## src/rtl/factorial_pkg.sv

```systemverilog
// factorial_pkg: shared FSM state encoding, width defaults and datapath select codes
package factorial_pkg;
  typedef enum logic [2:0] {IDLE, INIT_I, INIT_FI, CHECK, INC_I, MUL_FI, LOAD_O, DONE} state_t;
  localparam int W_DEF = 8;
  localparam int MAX_N_DEF = 5;
  localparam logic ST_INIT = 1'b1;
  localparam logic ST_UPD = 1'b0;
endpackage

```

## src/rtl/factorial_ctrl.sv

```systemverilog
// factorial_ctrl: Moore FSM sequencing the factorial datapath; defining FACT_OVF_DET_EN adds the operand overflow flag
module factorial_ctrl
  import factorial_pkg::*;
#(
  parameter int W = W_DEF,
  parameter int MAX_N = MAX_N_DEF
) (
  input  logic         CLK,
  input  logic         RST,
  input  logic         start,
  input  logic         abort,
  input  logic [W-1:0] X_in,
  input  logic         i_lt_x,
  output logic [W-1:0] X,
  output logic         ld_i,
  output logic         ld_fi,
  output logic         ld_o,
  output logic         st,
  output logic         busy,
  output logic         done,
  output logic [W-1:0] iter,
  output logic         ovf
);
  state_t state_q, state_d;
  logic [W-1:0] x_q, x_d, iter_q, iter_d;
  logic accept;
  always_comb begin
    accept = state_q == IDLE && start && !abort;
    x_d = accept ? X_in : x_q;
    iter_d = accept ? '0 : (state_q == INC_I && !abort && iter_q != '1) ? iter_q + W'(1) : iter_q;
    state_d = state_q;
    case (state_q)
      IDLE:    state_d = accept ? INIT_I : IDLE;
      INIT_I:  state_d = INIT_FI;
      INIT_FI: state_d = CHECK;
      CHECK:   state_d = i_lt_x ? INC_I : LOAD_O;
      INC_I:   state_d = MUL_FI;
      MUL_FI:  state_d = CHECK;
      LOAD_O:  state_d = DONE;
      default: state_d = IDLE;
    endcase
    if (abort) state_d = IDLE;
  end
  always_ff @(posedge CLK) begin
    if (RST) begin
      state_q <= IDLE;
      x_q <= '0;
      iter_q <= '0;
    end else begin
      state_q <= state_d;
      x_q <= x_d;
      iter_q <= iter_d;
    end
  end
  assign X = x_q;
  assign iter = iter_q;
  assign ld_i = state_q == INIT_I || state_q == INC_I;
  assign ld_fi = state_q == INIT_FI || state_q == MUL_FI;
  assign ld_o = state_q == LOAD_O;
  assign st = (state_q == IDLE || state_q == INIT_I || state_q == INIT_FI) ? ST_INIT : ST_UPD;
  assign busy = state_q != IDLE;
  assign done = state_q == DONE;
`ifdef FACT_OVF_DET_EN
  logic ovf_q, ovf_d;
  always_comb ovf_d = accept ? (X_in > W'(MAX_N)) : ovf_q;
  always_ff @(posedge CLK) ovf_q <= RST ? 1'b0 : ovf_d;
  assign ovf = ovf_q;
`else
  logic unused_max_n;
  assign unused_max_n = MAX_N > 0;
  assign ovf = 1'b0;
`endif
endmodule

```

## config.mk

```make
export PLATFORM = sky130hd
export DESIGN_NAME = factorial_ctrl
export DESIGN_NICKNAME = d
export VERILOG_FILES = /design/src/rtl/factorial_pkg.sv /design/src/rtl/factorial_ctrl.sv
export SDC_FILE = /design/constraint.sdc
export NUM_CORES = 1
export LEC_CHECK = 0
export BUFFER_PORTS_ARGS = -buffer_cell sky130_fd_sc_hd__buf_2
export CORE_MARGIN = 2
export CORE_UTILIZATION = 30
export DETAILED_ROUTE_END_ITERATION = 10
export GPL_ROUTABILITY_DRIVEN = 0
export GPL_TIMING_DRIVEN = 0
export HOLD_SLACK_MARGIN = 0.1
export SLEW_MARGIN = 20
export SYNTH_ARGS = -nofsm -noshare
export SYNTH_HDL_FRONTEND = slang
export SYNTH_SLANG_ARGS = --single-unit
export TNS_END_PERCENT = 30
```

## constraint.sdc

```tcl
create_clock -name CLK -period 2 [get_ports CLK]
set_input_delay 0.1 -clock CLK [delete_from_list [all_inputs] [get_ports CLK]]
set_output_delay 0.1 -clock CLK [all_outputs]
set_load 0.02 [all_outputs]
```

==> reports/metrics.yaml, run 1 <==
status: "finished, final reports clean"
grt_max_degree: 13
cts-buffers-inserted: 3
totalNegativeSetupSlack_ps: 0
dieArea_um2: 3740
drtPass1Iterations: 4
ir_worst_vdd_mv: 0.376
synth-async-reset-ratio_pct: 0
drt-initial-drc-count: 20
finalMaxSlewViolations: 0
grt_pass1_wl_um: 3530
routedWlPerCell_um: 10.5
rows: 20
r2r_slack_ps: 230
grtUsageTotal_pct: 12.5
netlist.area_leader.share_pct: 38.8
wirelength_um: 2040
multi_input_comb_area_um2: 532
io_pins: 36
insertion_delay_ps: 300
end_kind: "flip-flop"
synth_area_um2: 980
drc: 0
core_um2: 3080
cts-htree-levels: 1
ys_types: 35
syn_nets: 115
worstPathArrival_ps: 1970
vias_per_cell: 4.41
synth.most_common_cell: "dfxtp_1"
antenna_cells: 0
setup_viol: 0
portBuffers: 34
synth_flop_cell: "dfxtp_1"
period_share_pct: 88.3
worstReg2RegEnd: "iter[1]$_SDFFE_PP0P_"
critical_path.max_fanout: 5
initial_utilization_pct: 31.8
fillerInstances: 312
clock_path_buffers: 2
die_y_um: 61.1
netlist_instances: 101
ant_nets: 0
overflow: 0
root_buffer: "clkbuf_4"
hold_viol_final: 0
cp_data_required_time_ps: 2200
ys_ff_latch: 19
worstMarginPinSlew_ps: 515
p_per_area_nw_per_um2: 524
area_growth_pct: 37.3
avgSynthCellArea_um2: 9.70
dp.cells: 179
ys_warn_count: 0
hpwl_um: 1480
seq_area_frac_synth_pct: 38.8
grt_pass1_vias: 806
whs_endpoint: "state_q[0]$_SDFF_PP0_"
maxSlewHeadroom_pct: 65.3
min_period_ps: 1770
hp-class: "primary input to flip-flop"
dr_total_vias: 856
r2r_cells: 5
cap_violations: 0
synth.largest_area_cell: "dfxtp_1"
min-delay-start: "start"
drive_above_1_share_pct: 38.0
synth-edff-count: 0
r2r_start: "iter[0]$_SDFFE_PP0P_"
min_path_cells: 3
final_core_util_pct: 43.7
rsz0062_at_grt: "false"
antenna_found_initial: 0
fin_skew_ps: 6.45
power.leakage_uw: 0.000639
post_cts_buffers: 0
instances_no_fill: 194
seqCellArea_um2: 380
synth_top_cells_by_count: "dfxtp_1 (19), nor2_1 (14), mux2i_1 (13)"
fin_nets: 165
clock-sinks: 19
yosys-top-cells-area: "dfxtp_1 (39%), mux2i_1 (13%), nor2_1 (5.4%)"
clock.fmax_ghz: 0.566
critPathKind: "flip-flop to flip-flop"
die-width_um: 61.1
tritoncts: "yes"
path_clk_slew_ps: 120
start_kind: "flip-flop"
power by group:
| group | switching (uW) | leakage, uW | internal (uW) | total, uW |
|---|---|---|---|---|
| sequential | 4.73 | 0.000154 | 388 | 393 |
| combinational | 55.6 | 0.000471 | 55.5 | 111 |
| clock | 126 | 0.0000139 | 76.1 | 202 |
| total | 186 | 0.000639 | 519 | 705 |
through the flow:
| step | worst slack (ps) | hold WS [ps] | area, um2 | power [uW] |
|---|---|---|---|---|
| 2_1_floorplan | 309 | 177 | 980 | 465 |
| 3_3_place_gp | 320 | 304 | 1200 | 494 |
| 3_5_place_dp | 285 | 310 | 1200 | 496 |
| 4_1_cts | 252 | 105 | 1350 | 713 |
| 5_1_grt | 59.1 | 124 | 1350 | 744 |
| 6_report | 234 | 119 | 1350 | 705 |
layout by cell type, fill, tap and decap left out, types with 3 or more instances in the layout:
cell type	count
nand2_1	6
nor2_2	7
dlygate4sd3_1	11
mux2i_1	13
dfxtp_1	19
xor2_1	3
nor2_1	14
clkbuf_4	3
buf_2	36
kinds of logic (layout without fill, tap and decap cells):
group | count (synthesis) | in the layout | synth area share [%]
other | 1 | 1 | 0.383
XOR/XNOR | 4 | 4 | 3.58
buffers and inverters | 8 | 57 | 6.90
multiplexers | 14 | 14 | 14.4
AO/OA/AOI/OAI | 7 | 7 | 4.60
adder cells (fa/ha/maj) | 1 | 1 | 1.28
AND/OR/NAND/NOR | 47 | 47 | 30.0
flip-flops | 19 | 19 | 38.8
how the worst max path moves through the flow:
stage                     startpoint                   end  slack [ps]  depth (start not counted)
2_1_floorplan  state_q[2]$_SDFF_PP0_  iter[5]$_SDFFE_PP0P_         310                          6
3_3_place_gp    iter[0]$_SDFFE_PP0P_  iter[1]$_SDFFE_PP0P_         320                          5
3_5_place_dp    iter[0]$_SDFFE_PP0P_  iter[1]$_SDFFE_PP0P_         280                          5
4_1_cts         iter[0]$_SDFFE_PP0P_  iter[1]$_SDFFE_PP0P_         250                          5
5_1_grt         iter[0]$_SDFFE_PP0P_  iter[1]$_SDFFE_PP0P_          60                          5
6_report        iter[0]$_SDFFE_PP0P_  iter[1]$_SDFFE_PP0P_         230                          5
flip-flops by register name, summed over array words and instances, names as in the netlist:
signal / cells
state_q: 3
X: 8
iter: 8
critical path: stages, from the launching register on:
cell	delay (ps)
dfxtp_1	430
ha_1	220
nand4_1	210
o21ai_0	500
mux2i_1	280
nor2_2	40
area by class of cell:
type / instances / area share [%]
Multi-Input combinational cell: 74 / 39.5
Sequential cell: 19 / 28.3
Timing Repair Buffer: 45 / 20.8
Buffer: 7 / 4.74
Tap cell: 44 / 4.09
Clock buffer: 3 / 1.67
Clock inverter: 1 / 0.558
Inverter: 1 / 0.279
routing by layer:
| metal | global-route usage (%) | part of all wire (%) |
|---|---|---|
| met1 | 15.3 | 43 |
| met2 | 21.7 | 51 |
| met3 | 4.41 | 6.4 |
| met4 | 1.86 | 0 |
| met5 | 0 | 0 |
what timing repair did:
| action | 4_1_cts | 5_1_grt |
|---|---|---|
| hold buffers | 11 | 0 |
| endpoints found under the hold margin | 11 | 0 |
| resized for setup | 0 | 0 |
Power figures use the tool's default switching activity.
==> run 2, diff against run 1 <==
--- a/config.mk
+++ b/config.mk
@@ -6,8 +6,10 @@
 export NUM_CORES = 1
 export LEC_CHECK = 0
 export BUFFER_PORTS_ARGS = -buffer_cell sky130_fd_sc_hd__buf_2
+export CAP_MARGIN = 40
 export CORE_MARGIN = 2
 export CORE_UTILIZATION = 30
+export CTS_BUF_LIST = sky130_fd_sc_hd__clkbuf_8
 export DETAILED_ROUTE_END_ITERATION = 10
 export GPL_ROUTABILITY_DRIVEN = 0
 export GPL_TIMING_DRIVEN = 0
==> reports/metrics.yaml, run 2 (synthesis results as in run 1) <==
grt.met3_usage_pct: 4.41
final_cell_mix: "buf_2 (36), dfxtp_1 (19), nor2_1 (14), mux2i_1 (13), dlygate4sd3_1 (10)"
root_buffer: "clkbuf_8"
core_um2: 3080
portBuffers: 34
clock.fmax_ghz: 0.571
totalNegativeSetupSlack_ps: 0
antenna_cells: 0
final_common_cell: "buf_2"
ir_worst_vdd_mv: 0.411
drc: 0
fin_nets: 164
min_period_ps: 1750
cp_data_required_time_ps: 2150
dieArea_um2: 3740
drtPass1Iterations: 4
use_met1_pct: 15.1
grt_pass1_vias: 805
end_kind: "flip-flop"
cp-endpoint: "iter[1]$_SDFFE_PP0P_"
tritoncts: "yes"
cts_resized: 0
maxSlewHeadroom_pct: 66.4
grtUsageTotal_pct: 12.8
die_y_um: 61.1
hp-class: "primary input to flip-flop"
cts-htree-levels: 1
wirelength_um: 2040
worstReg2RegEnd: "iter[1]$_SDFFE_PP0P_"
grt_pass1_wl_um: 3530
drive_above_1_share_pct: 38.3
critPathKind: "flip-flop to flip-flop"
overflow: 0
worstMarginPinSlew_ps: 499
r2r_slack_ps: 250
cap_violations: 0
p_per_area_nw_per_um2: 573
hpwl_um: 1480
die-width_um: 61.1
power.leakage_uw: 0.000640
area_growth_pct: 38.2
vias_per_cell: 4.35
routedWlPerCell_um: 10.6
insertion_delay_ps: 260
rsz0062_at_grt: "false"
use_met2_pct: 22.0
fin_skew_ps: 4.17
clock-sinks: 19
initial_utilization_pct: 31.8
grt_max_degree: 13
rows: 20
cts-buffers-inserted: 3
start_kind: "flip-flop"
io_pins: 36
hold_viol_final: 0
busiest_layer: "met2"
clock_path_buffers: 2
r2r_start: "iter[0]$_SDFFE_PP0P_"
period_share_pct: 87.6
antenna_found_initial: 0
critical_path.max_fanout: 5
path_clk_slew_ps: 80
drt-initial-drc-count: 12
finalMaxSlewViolations: 0
dr_total_vias: 840
status: "finished, final reports clean"
pre_cts_ws_ps: 285
setup_slack_ps: 248
r2r_cells: 5
ant_nets: 0
worstPathArrival_ps: 1910
crit_start: "iter[0]$_SDFFE_PP0P_"
setup_viol: 0
[run 2: power by group]
group / switching, uW / internal [uW]
Combinational: 55.4 / 54.9
Clock: 132 / 140
Sequential: 4.81 / 388
[run 2: worst min-delay path by stage]
| stage | slack [ps] | endpoint | startpoint | cells past startpoint |
|---|---|---|---|---|
| finish | 120 | state_q[1]$_SDFF_PP0_ | i_lt_x | 4 |
| CTS | 110 | state_q[1]$_SDFF_PP0_ | i_lt_x | 4 |
| floorplan | 180 | state_q[2]$_SDFF_PP0_ | abort | 1 |
| global placement | 300 | state_q[1]$_SDFF_PP0_ | RST | 2 |
| global route | 150 | state_q[1]$_SDFF_PP0_ | i_lt_x | 4 |
| detailed placement | 310 | state_q[1]$_SDFF_PP0_ | RST | 2 |
[run 2: repair_timing]
item / 4_1_cts / 5_1_grt
endpoints found under the hold margin: 10 / 0
setup buffers: 0 / 0
hold buffers: 10 / 0
[run 2: worst max-delay path: stages (launching register included)]
cell and delay (ps):
dfxtp_1 420, ha_1 220, nand4_1 210, o21ai_0 480, mux2i_1 270, nor2_2 40
[run 2: layout make-up]
type	instances	area [um2]
clock inverter	1	7.51
sequential	19	380
tap	44	55.1
clock buffer	3	41.3
multi-input combinational	74	532
buffer	7	63.8
timing repair buffer	44	270
inverter	1	3.75
fill	310	1720
[run 2: layer usage]
layer	vias to the layer above	part of all wire (%)	wire length, um
met1	372	43	878
met2	28	51	1040
met5	-	0	0
li1	440	-	-
met4	0	0	0
met3	0	6.0	122
[run 2: through the flow]
stage	hold slack (ps)	instances	util [%]	power, uW	area [um2]
6_report	115	193	44.0	775	1350
5_1_grt	152	193	44.0	820	1350
4_1_cts	109	193	44.0	789	1350
3_5_place_dp	310	179	39.1	496	1200
3_3_place_gp	304	179	39.1	494	1200
2_1_floorplan	177	101	-	465	980
==> run 3, diff against run 2 <==
--- a/config.mk
+++ b/config.mk
@@ -6,7 +6,7 @@
 export NUM_CORES = 1
 export LEC_CHECK = 0
 export BUFFER_PORTS_ARGS = -buffer_cell sky130_fd_sc_hd__buf_2
-export CAP_MARGIN = 40
+export CAP_MARGIN = 20
 export CORE_MARGIN = 2
 export CORE_UTILIZATION = 30
 export CTS_BUF_LIST = sky130_fd_sc_hd__clkbuf_8
@@ -14,6 +14,7 @@
 export GPL_ROUTABILITY_DRIVEN = 0
 export GPL_TIMING_DRIVEN = 0
 export HOLD_SLACK_MARGIN = 0.1
+export REMOVE_ABC_BUFFERS = 1
 export SLEW_MARGIN = 20
 export SYNTH_ARGS = -nofsm -noshare
 export SYNTH_HDL_FRONTEND = slang
==> reports/metrics.yaml, run 3 (synthesis results as in run 1) <==
grt_max_degree: 13
post_cts_buffers: 0
min_period_ps: 1720
finalMaxSlewViolations: 0
grtUsageTotal_pct: 12.0
drive_above_1_share_pct: 37.1
dp.cells: 172
totalNegativeSetupSlack_ps: 0
crit_path_cell_trace: "or3_1, or3b_4, nand2b_4, nor3_2"
instances_no_fill: 184
die-width_um: 61.1
cp_data_required_time_ps: 2150
rows: 20
antenna_found_initial: 0
rsz0062_at_grt: "false"
cap_violations: 0
hold_viol_final: 0
power.leakage_uw: 0.000593
cts-buffers-inserted: 3
core_um2: 3080
critical_path.max_fanout: 12
root_buffer: "clkbuf_8"
tritoncts: "yes"
end_kind: "flip-flop"
cp_top_family: "simple AND/OR/NAND/NOR gates"
dieArea_um2: 3740
fin_nets: 155
critPathKind: "flip-flop to flip-flop"
die_y_um: 61.1
vias_per_cell: 4.47
wirelength_um: 1890
ant_nets: 0
drc: 0
dr_total_vias: 823
routedWlPerCell_um: 10.3
initial_utilization_pct: 31.8
drt-initial-drc-count: 3
path_clk_slew_ps: 70
setup_viol: 0
ir_worst_vdd_mv: 0.504
hpwl_um: 1430
portBuffers: 34
status: "finished, final reports clean"
fin_skew_ps: 0.853
start_kind: "flip-flop"
final_core_util_pct: 41.3
whs_ps: 111
slowest_delay_ps: 510
period_share_pct: 86.1
p_per_area_nw_per_um2: 602
crit_slowest_cell: "or3b_4"
insertion_delay_ps: 260
worstPathArrival_ps: 1870
antenna_cells: 0
overflow: 0
drtPass1Iterations: 3
cp_num_buf_inv: 0
hp-class: "primary input to flip-flop"
area_growth_pct: 29.9
clock.fmax_ghz: 0.581
clock-sinks: 19
io_pins: 36
final_cell_mix: "buf_2 (34), dfxtp_1 (19), nor2_1 (14), mux2i_1 (13), dlygate4sd3_1 (8)"
grt_pass1_wl_um: 3370
cts-htree-levels: 1
grt_pass1_vias: 809
clock_path_buffers: 2
final_common_cell: "buf_2"
## run 3: cell types whose count changed in the layout (fill, tap and decap cells not counted)
cell	previous run	this run
dlygate4sd3_1	10	8
buf_2	36	34
clkbuf_1	1	0
buf_12	1	0
buf_6	2	0
or3b_1	1	0
buf_4	1	0
or3b_4	0	1
## run 3: stage by stage
stage / worst slack (ps) / area, um2 / power, uW
CTS: 76.7 / 1270 / 775
global placement: 122 / 1140 / 481
detailed placement: 92.3 / 1140 / 484
global route: 112 / 1270 / 803
floorplan: 121 / 916 / 451
finish: 278 / 1270 / 766
## run 3: layout make-up
type                       count  area (um2)
sequential                    19         380
fill                         322        1810
clock inverter                 1        7.51
inverter                       1        3.75
clock buffer                   3        41.3
multi-input combinational     74         534
timing repair buffer          42         250
tap                           44        55.1
## run 3: what timing repair did
item                                   4_1_cts  5_1_grt
setup endpoints to repair                    0       11
endpoints found under the hold margin        8        0
hold buffers                                 8        0
resized for setup                            0        1
## run 3: layer usage
metal | track usage [%] | vias up | wire, um
met2 | 20.5 | 24 | 958
met1 | 14.3 | 373 | 780
li1 | - | 424 | -
met4 | 1.86 | 0 | 10
met5 | 0 | - | 0
met3 | 5.04 | 2 | 144
## run 3: power breakdown
| part | total (uW) | switching, uW | internal [uW] |
|---|---|---|---|
| clock network | 279 | 138 | 141 |
| logic | 91.0 | 47.8 | 43.2 |
| registers | 396 | 8.82 | 388 |
| total | 766 | 195 | 572 |
## run 3: path summary, 6_finish.rpt
| kind | startpoint | to | slack (ps) | cells past startpoint |
|---|---|---|---|---|
| hold / removal | abort | state_q[2]$_SDFF_PP0_ | 110 | 2 |
| hold reg to reg | X[6]$_SDFFE_PP0P_ | X[6]$_SDFFE_PP0P_ | 500 | 2 |
| setup / recovery | state_q[1]$_SDFF_PP0_ | iter[5]$_SDFFE_PP0P_ | 280 | 4 |
| setup reg to reg | state_q[1]$_SDFF_PP0_ | iter[5]$_SDFFE_PP0P_ | 280 | 4 |
